## config.mk

```make
export PLATFORM = sky130hd
export DESIGN_NAME = mul_cfg_sequencer
export DESIGN_NICKNAME = d
export VERILOG_FILES = /design/src/rtl/mul_cfg_sequencer.sv
export SDC_FILE = /design/constraint.sdc
export NUM_CORES = 1
export LEC_CHECK = 0
export ABC_AREA = 0
export ABC_CLOCK_PERIOD_IN_PS = 2400
export CAP_MARGIN = 20
export CORE_MARGIN = 10
export CORE_UTILIZATION = 50
export DETAILED_ROUTE_END_ITERATION = 10
export PLACE_DENSITY = 0.81
export SYNTH_ARGS = -nofsm -noshare
export SYNTH_HDL_FRONTEND = slang
export SYNTH_SLANG_ARGS = --single-unit
export TNS_END_PERCENT = 30
```

## constraint.sdc

```tcl
create_clock -name i_clk -period 2.4 [get_ports i_clk]
set_input_delay 0.72 -clock i_clk [delete_from_list [all_inputs] [get_ports i_clk]]
set_output_delay 0.72 -clock i_clk [all_outputs]
set_load 0.01 [all_outputs]
```

## src/rtl/mul_cfg_sequencer.sv

```systemverilog
// mul_cfg_sequencer: per-tile precision/approximation mask scheduler with drain between tiles
module mul_cfg_sequencer #(
    parameter int N_BIT_RES    = 12,
    parameter int N_BIT_APPR   = 8,
    parameter int N_CFG        = 4,
    parameter int DRAIN_CYCLES = 3
) (
    input  logic                       i_clk,
    input  logic                       i_rst,
    input  logic                       i_cfg_we,
    input  logic [$clog2(N_CFG)-1:0]   i_cfg_addr,
    input  logic [4:0]                 i_cfg_res_bits,
    input  logic [3:0]                 i_cfg_appr_bits,
    input  logic [$clog2(N_CFG):0]     i_n_cfg,
    input  logic [15:0]                i_n_tiles,
    input  logic                       i_start,
    input  logic                       i_tile_done,
    output logic [N_BIT_RES-1:0]       o_res_mask,
    output logic [N_BIT_APPR-1:0]      o_appr_mask,
    output logic                       o_en_ff,
    output logic                       o_feed_ok,
    output logic [$clog2(N_CFG)-1:0]   o_cfg_idx,
    output logic                       o_busy,
    output logic                       o_done
);
    localparam int AW = $clog2(N_CFG);
    localparam int CW = AW + 1;
    typedef enum logic [2:0] {IDLE, APPLY, RUN, DRAIN, DONE} state_t;
    state_t state_q, state_d;
    logic [4:0]            res_tbl_q [N_CFG];
    logic [4:0]            res_tbl_d [N_CFG];
    logic [3:0]            appr_tbl_q [N_CFG];
    logic [3:0]            appr_tbl_d [N_CFG];
    logic [15:0]           n_tiles_q, n_tiles_d, tile_q, tile_d;
    logic [CW-1:0]         n_cfg_q, n_cfg_d;
    logic [AW-1:0]         idx_q, idx_d, cfg_idx_q, cfg_idx_d;
    logic [3:0]            drain_q, drain_d;
    logic                  final_q, final_d;
    logic [N_BIT_RES-1:0]  res_mask_q, res_mask_d;
    logic [N_BIT_APPR-1:0] appr_mask_q, appr_mask_d;

    // Next-state logic: table writes, job bookkeeping and mask encoding on APPLY
    always_comb begin
        state_d     = state_q;
        res_tbl_d   = res_tbl_q;
        appr_tbl_d  = appr_tbl_q;
        n_tiles_d   = n_tiles_q;
        tile_d      = tile_q;
        n_cfg_d     = n_cfg_q;
        idx_d       = idx_q;
        cfg_idx_d   = cfg_idx_q;
        drain_d     = drain_q;
        final_d     = final_q;
        res_mask_d  = res_mask_q;
        appr_mask_d = appr_mask_q;
        if (i_cfg_we) begin
            res_tbl_d[i_cfg_addr]  = i_cfg_res_bits;
            appr_tbl_d[i_cfg_addr] = i_cfg_appr_bits;
        end
        case (state_q)
            IDLE: if (i_start) begin
                if (i_n_tiles == '0) begin
                    state_d = DONE;
                end else begin
                    n_tiles_d = i_n_tiles;
                    n_cfg_d   = (i_n_cfg == '0) ? CW'(1) : (i_n_cfg > CW'(N_CFG)) ? CW'(N_CFG) : i_n_cfg;
                    tile_d    = '0;
                    idx_d     = '0;
                    final_d   = 1'b0;
                    state_d   = APPLY;
                end
            end
            APPLY: begin
                // Bit compares against the raw field give the clamped encodings for free
                for (int k = 0; k < N_BIT_RES; k++) res_mask_d[k] = (k + 4) < int'(res_tbl_q[idx_q]);
                for (int k = 0; k < N_BIT_APPR; k++) appr_mask_d[k] = k >= int'(appr_tbl_q[idx_q]);
                cfg_idx_d = idx_q;
                state_d   = RUN;
            end
            RUN: if (i_tile_done) begin
                drain_d = 4'(DRAIN_CYCLES - 1);
                state_d = DRAIN;
                if (tile_q == n_tiles_q - 16'd1) begin
                    final_d = 1'b1;
                end else begin
                    tile_d = tile_q + 16'd1;
                    idx_d  = (CW'(idx_q) + CW'(1) == n_cfg_q) ? '0 : idx_q + AW'(1);
                end
            end
            DRAIN: begin
                state_d = (drain_q == '0) ? (final_q ? DONE : APPLY) : DRAIN;
                drain_d = (drain_q == '0) ? drain_q : drain_q - 4'd1;
            end
            DONE:    state_d = IDLE;
            default: state_d = IDLE;
        endcase
    end

    // State and datapath registers with synchronous reset to exact/full-precision defaults
    always_ff @(posedge i_clk) begin
        if (i_rst) begin
            state_q <= IDLE;
            for (int i = 0; i < N_CFG; i++) begin
                res_tbl_q[i]  <= 5'd16;
                appr_tbl_q[i] <= 4'd0;
            end
            n_tiles_q   <= '0;
            tile_q      <= '0;
            n_cfg_q     <= CW'(1);
            idx_q       <= '0;
            cfg_idx_q   <= '0;
            drain_q     <= '0;
            final_q     <= 1'b0;
            res_mask_q  <= '1;
            appr_mask_q <= '1;
        end else begin
            state_q     <= state_d;
            res_tbl_q   <= res_tbl_d;
            appr_tbl_q  <= appr_tbl_d;
            n_tiles_q   <= n_tiles_d;
            tile_q      <= tile_d;
            n_cfg_q     <= n_cfg_d;
            idx_q       <= idx_d;
            cfg_idx_q   <= cfg_idx_d;
            drain_q     <= drain_d;
            final_q     <= final_d;
            res_mask_q  <= res_mask_d;
            appr_mask_q <= appr_mask_d;
        end
    end

    assign o_res_mask  = res_mask_q;
    assign o_appr_mask = appr_mask_q;
    assign o_cfg_idx   = cfg_idx_q;
    assign o_en_ff     = (state_q == RUN) || (state_q == DRAIN);
    assign o_feed_ok   = (state_q == RUN);
    assign o_busy      = (state_q != IDLE);
    assign o_done      = (state_q == DONE);
endmodule

```

# Word-level counts from Yosys, hierarchy flattened
# Cells that the tools add are included.
[word_totals]
word_cells = 115
ff_bits = 103
input_bits = 35
out_inout_bits = 26
[classes]
bitwise = 3
reduce_logical = 14
order_cmp = 24
n_addsub = 5
eq_ne = 12
n_mux = 39
[op_table]
columns = ["cell", "count"]
rows = [
  ["$mux 16", 4],
  ["$lt 4x5->1 const A", 8],
  ["$pmux 16 s2", 1],
  ["$mux 3", 7],
  ["$bwmux 20", 1],
  ["$lt 3x5->1 const A", 4],
  ["$mux 4", 5],
  ["$add 16x1->16 const B", 1],
  ["$bwmux 16", 1],
  ["$eq 16x16->1", 1],
  ["$ge 3x4->1 const A", 4],
  ["$logic_not 16->1", 1],
  ["$sub 16x1->16 const B", 1],
  ["$mux 5", 3],
  ["$pmux 3 s4", 1],
  ["$bmux 5 s2", 1],
  ["$demux 5 s2", 1],
  ["$mux 2", 5],
  ["$ne 2x2->1 const B", 5],
  ["$reduce_and 5->1", 2],
  ["$bmux 4 s2", 1],
  ["$demux 4 s2", 1],
  ["$ge 1x4->1 const A", 2],
  ["$ge 2x4->1 const A", 2],
  ["other kinds (25)", 34],
]

# Logic depth before layout (Yosys ltp)
[depth]
word_depth = 6
mapped_depth = 13
depth_no_buf = 10

# Least setup slack after synthesis
# No wires, ideal clock.
[synth_path]
path_type = "reg-to-reg"
startpoint = "reg n_tiles_q[6]"
endpoint = "reg tile_q[15]"
synth_period_minus_slack_ns = 2.562
stages_incl_launch_ff = 11
arrival_ns = 2.489
path_buffers = 2
path_slack_ns = -0.162
cell_sequence = "dfxtp_1 > buf_6 > or4_4 > nor4_2 > xnor2_1 > o21ai_1 > o211ai_2 > o31ai_2 > buf_6 > or4_1 > a21oi_1"
[synth_via]
elab_chain_len = 4
[synth_lines]
columns = ["element", "line_no", "rtl"]
rows = [
  ["start, declared", "34", "logic [15:0] n_tiles_q, n_tiles_d, tile_q, tile_d;"],
  ["start signal, assigned", "120", "n_tiles_q <= n_tiles_d;"],
  ["$sub 16x1->16", "83", "if (tile_q == n_tiles_q - 16'd1) begin"],
  ["$eq 16x16->1", "83", ""],
  ["$ne 2x2->1 (no source line)", "-", ""],
  ["$reduce_and 5->1 (no source line)", "-", ""],
  ["end signal, assigned", "121", "tile_q <= tile_d;"],
  ["end, declared", "34", ""],
]
# No other way between the ends.
# A chain may end at the register's enable or synchronous reset.

# Worst setup path after layout
[layout_path]
startpoint = "reg n_tiles_q[5]"
endpoint = "reg tile_q[0]"
# Same word-level chain as after synthesis.

==> key figures <==
Die
  • I/O Pins: 61
  • Initial Util: 50.64%
  • Die H: 118.8 µm
  • Core outline area: 9639 µm²
  • # rows: 36
  • Total die area: 14110 µm²
  • DIE WIDTH: 118.8 µm

Setup path
  • Critical Path AT: 2970 ps
  • Reg2Reg Setup Slack: -250 ps
  • CP required: 2720 ps
  • Reg2reg path depth: 10
  • RR Startpoint: n_tiles_q[5]
  • Kind of end point of the critical path: flip-flop
  • Worst Path Max Fanout: 23
  • Worst setup SP type: flip-flop
  • RR Endpoint: tile_q[0]
  • Setup CP Type: flip-flop to flip-flop

Yosys
  • Synth Area in Simple Gates: 25.61%
  • Synthesized area per cell: 8.593 µm²
  • Yosys top cell area share: 42.25%
  • Synth Flop Type: dfxtp_1
  • Synth Register Bits: 103
  • Xor/xnor cell area share of the yosys netlist: 5.024%
  • Yosys warns: 0
  • Syn_nets: 607
  • Mapped Area: 4881 µm²
  • Complex-gate fraction of the synthesized area: 14.77%
  • Synth area leaders: dfxtp_1 (42%), nand2_1 (9.0%), a21oi_1 (5.1%), mux4_2 (4.2%), nor2_1 (3.5%)
  • Async SR Flop Fraction: 0%
  • Cell variety after synth: 62
  • Cell count after synthesis: 568
  • Main combinational cell family by area after synthesis: simple AND/OR/NAND/NOR gates
  • Multiplexer share of the synthesized area: 7.665%
  • Area leader, netlist: dfxtp_1
  • Post-synth EDFFs: 0
  • Post-Synth Adder-Cell Area: 1.025%
  • Seq/Total Area, Yosys: 42.25%

Timing
  • Period utilisation layout: 110.4%
  • Max-slew violation count: 0
  • Final Hold Vio Count: 0
  • Slew HR: 53.11%
  • RSZ-0062 raised after global routing: true
  • Final Worst Setup Slack: -249.0 ps
  • Clock skew: 9.179 ps
  • Setup TNS: -3492 ps
  • Worst-margin pin slew: 701.1 ps
  • Hold slack: 458.7 ps
  • Max Freq: 377.5 MHz
  • Post-layout min period: 2649 ps
  • Final setup fails: 19

Drt
  • WL/cell: 16.09 µm
  • Vias per cell: 5.590
  • First DRT Iteration DRCs: 247
  • DRC: 0
  • Number of routed nets with antenna violations: 0
  • Via count: 4483
  • WL final: 12910 µm
  • TritonRoute pass-1 iters: 4

Pwr
  • Switching power: 1.240 mW
  • Flop pwr share: 47.8%
  • PwrDens: 632.1 nW/µm²
  • Logic gate share of total power: 24.6%
  • Clock network fraction of total power: 27.6%
  • Maximum vdd ir drop: 0.3412 mV
  • Sw Share: 31.46%
  • Pint: 2.702 mW
  • Pleak: 2.425 nW

Layout
  • Cell area after layout: 6237 µm²
  • Commonest non-fill, non-tap cell in the layout: nand2_1
  • Antenna diodes: 0
  • Area Growth Syn to Fin: 27.79%
  • Layout cell share with drive strength beyond 1: 18.83%
  • Core Util, Final: 64.71%
  • Commonest cells after routing, fill and taps aside: nand2_1 (116), dfxtp_1 (97), clkdlybuf4s50_1 (55), buf_4 (55), a21oi_1 (47)
  • Final #Nets: 703

Clocking
  • CTS Hold Buffers Added: 0
  • CTS Buf Count: 9
  • Clk sinks: 103
  • Clk_lat worst skew: 370 ps
  • Max clock buf depth: 2
  • CTS tree: built
  • Root Driver: clkbuf_8
  • CTS H-tree lvls: 3
  • Worst-path clk slew: 100 ps

Hold path
  • Min-Delay Endpoint: o_appr_mask[3]
  • Min-delay src: o_appr_mask[3]
  • Worst hold stages: 2
  • Worst Hold Class: flip-flop to flip-flop

GRT
  • Initial antenna violation count: 0
  • GRT overflow: 0
  • Vias in the first global route: 4426
  • Largest net degree at the start of global routing: 29
  • First-pass GRT wire length: 21360 µm
  • Overall routing resource usage: 17.93%

Outcome
  • Status: finished, violations left
  • Violated checks: setup timing

Placed design
  • GP Congestion: 0.8952
  • Port bufs: 60
  • Setup WS pre-CTS: -634.9 ps
  • Dpl hpwl: 9789 µm
  • Dpl cell area: 5954 µm²

Run
  • Total of max-cap violations: 0
==> synthesized netlist by cell type, types with 5 or more instances <==
library cell    n
a21oi_1        50
a21oi_2         8
and3_1          5
buf_1           5
clkbuf_1       22
dfxtp_1       103
inv_1           6
mux2i_1        16
mux4_2          9
nand2_1       117
nand3_1         8
nand3b_1        5
nand4_1        10
nor2_1         45
nor3_1         17
nor3b_1         8
nor4_1          8
o21ai_0         6
o21ai_1         8
or3_1           6
xnor2_1        13
xor2_1         15
==> worst max-delay path: stages, from the launching register on <==
cell and delay [ps]:
dfxtp_2 330, or4_4 560, nor2_1 250, nand4b_1 150, xnor2_1 260, nand4b_1 120
buf_4 170, o31ai_4 220, buf_12 190, and2b_1 180, mux2_2 150
==> stage by stage <==
stage / std cells / total power [mW]
2_1_floorplan: 568 / 2.466
3_3_place_gp: 785 / 2.844
3_5_place_dp: 785 / 2.877
4_1_cts: 802 / 3.952
5_1_grt: 802 / 4.126
6_report: 802 / 3.942
==> power groups by stage <==
stage	clock [mW]	sequential, mW	combinational, mW
CTS	1.10	1.88	0.966
floorplan	0	1.93	0.537
finish	1.09	1.89	0.970
global placement	0	1.92	0.926
global route	1.17	1.90	1.05
detailed placement	0	1.92	0.955
==> timing repair <==
item                                    in CTS  in global routing
endpoints found under the hold margin        0                  0
endpoints found under the setup margin      39                 38
buffers inserted                             1                  0
resized for setup                            5                 15
pin swaps                                    2                  5
==> metal layers <==
metal / share of wire (%) / vias up / track usage [%]
met2: 51 / 113 / 31.57
met1: 43 / 2153 / 21.59
met3: 4.2 / 19 / 3.570
met5: 0 / - / 0
met4: 1.7 / 0 / 5.191
li1: - / 2198 / -
==> logic make-up (layout without fill, tap and decap cells) <==
logic type               Yosys count  after routing
AO/OA/AOI/OAI                    110            110
XOR/XNOR                          28             28
adder cells (fa/ha/maj)            4              4
buffers and inverters             38            139
flip-flops                       103            103
multiplexers                      26             26
AND/OR/NAND/NOR                  259            259
==> state kept, by name (all words and copies together), names as in the netlist <==
signal       cells
o_cfg_idx        2
o_res_mask      12
final_q          1
tile_q          16
res_tbl_q       20
n_cfg_q          3
appr_tbl_q      16
idx_q            2
o_appr_mask      8
drain_q          4
state_q          3
n_tiles_q       16
==> how the worst max path moves through the flow <==
| stage | startpoint | end | slack (ps) | cells after the start |
|---|---|---|---|---|
| after floorplan | n_tiles_q[0] | tile_q[0] | -20 | 12 |
| after global placement | i_n_tiles[14] | tile_q[9] | -550 | 9 |
| after detailed placement | i_n_tiles[2] | tile_q[7] | -630 | 9 |
| after CTS | n_tiles_q[5] | idx_q[0] | -240 | 9 |
| after global routing | n_tiles_q[5] | tile_q[3] | -390 | 9 |
| final | n_tiles_q[5] | tile_q[0] | -250 | 10 |
==> area by class of cell <==
type                    instances  area (µm²)
repair buffers                117        1059
inverters                       6       22.52
flip-flops and latches        103        2072
fillers                       805        3402
clock buffers                   9       123.9
well taps                     133       166.4
multi-input cells             427        2721
clock inverters                 7       72.57
No activity file was read; power rests on OpenSTA's default activity.
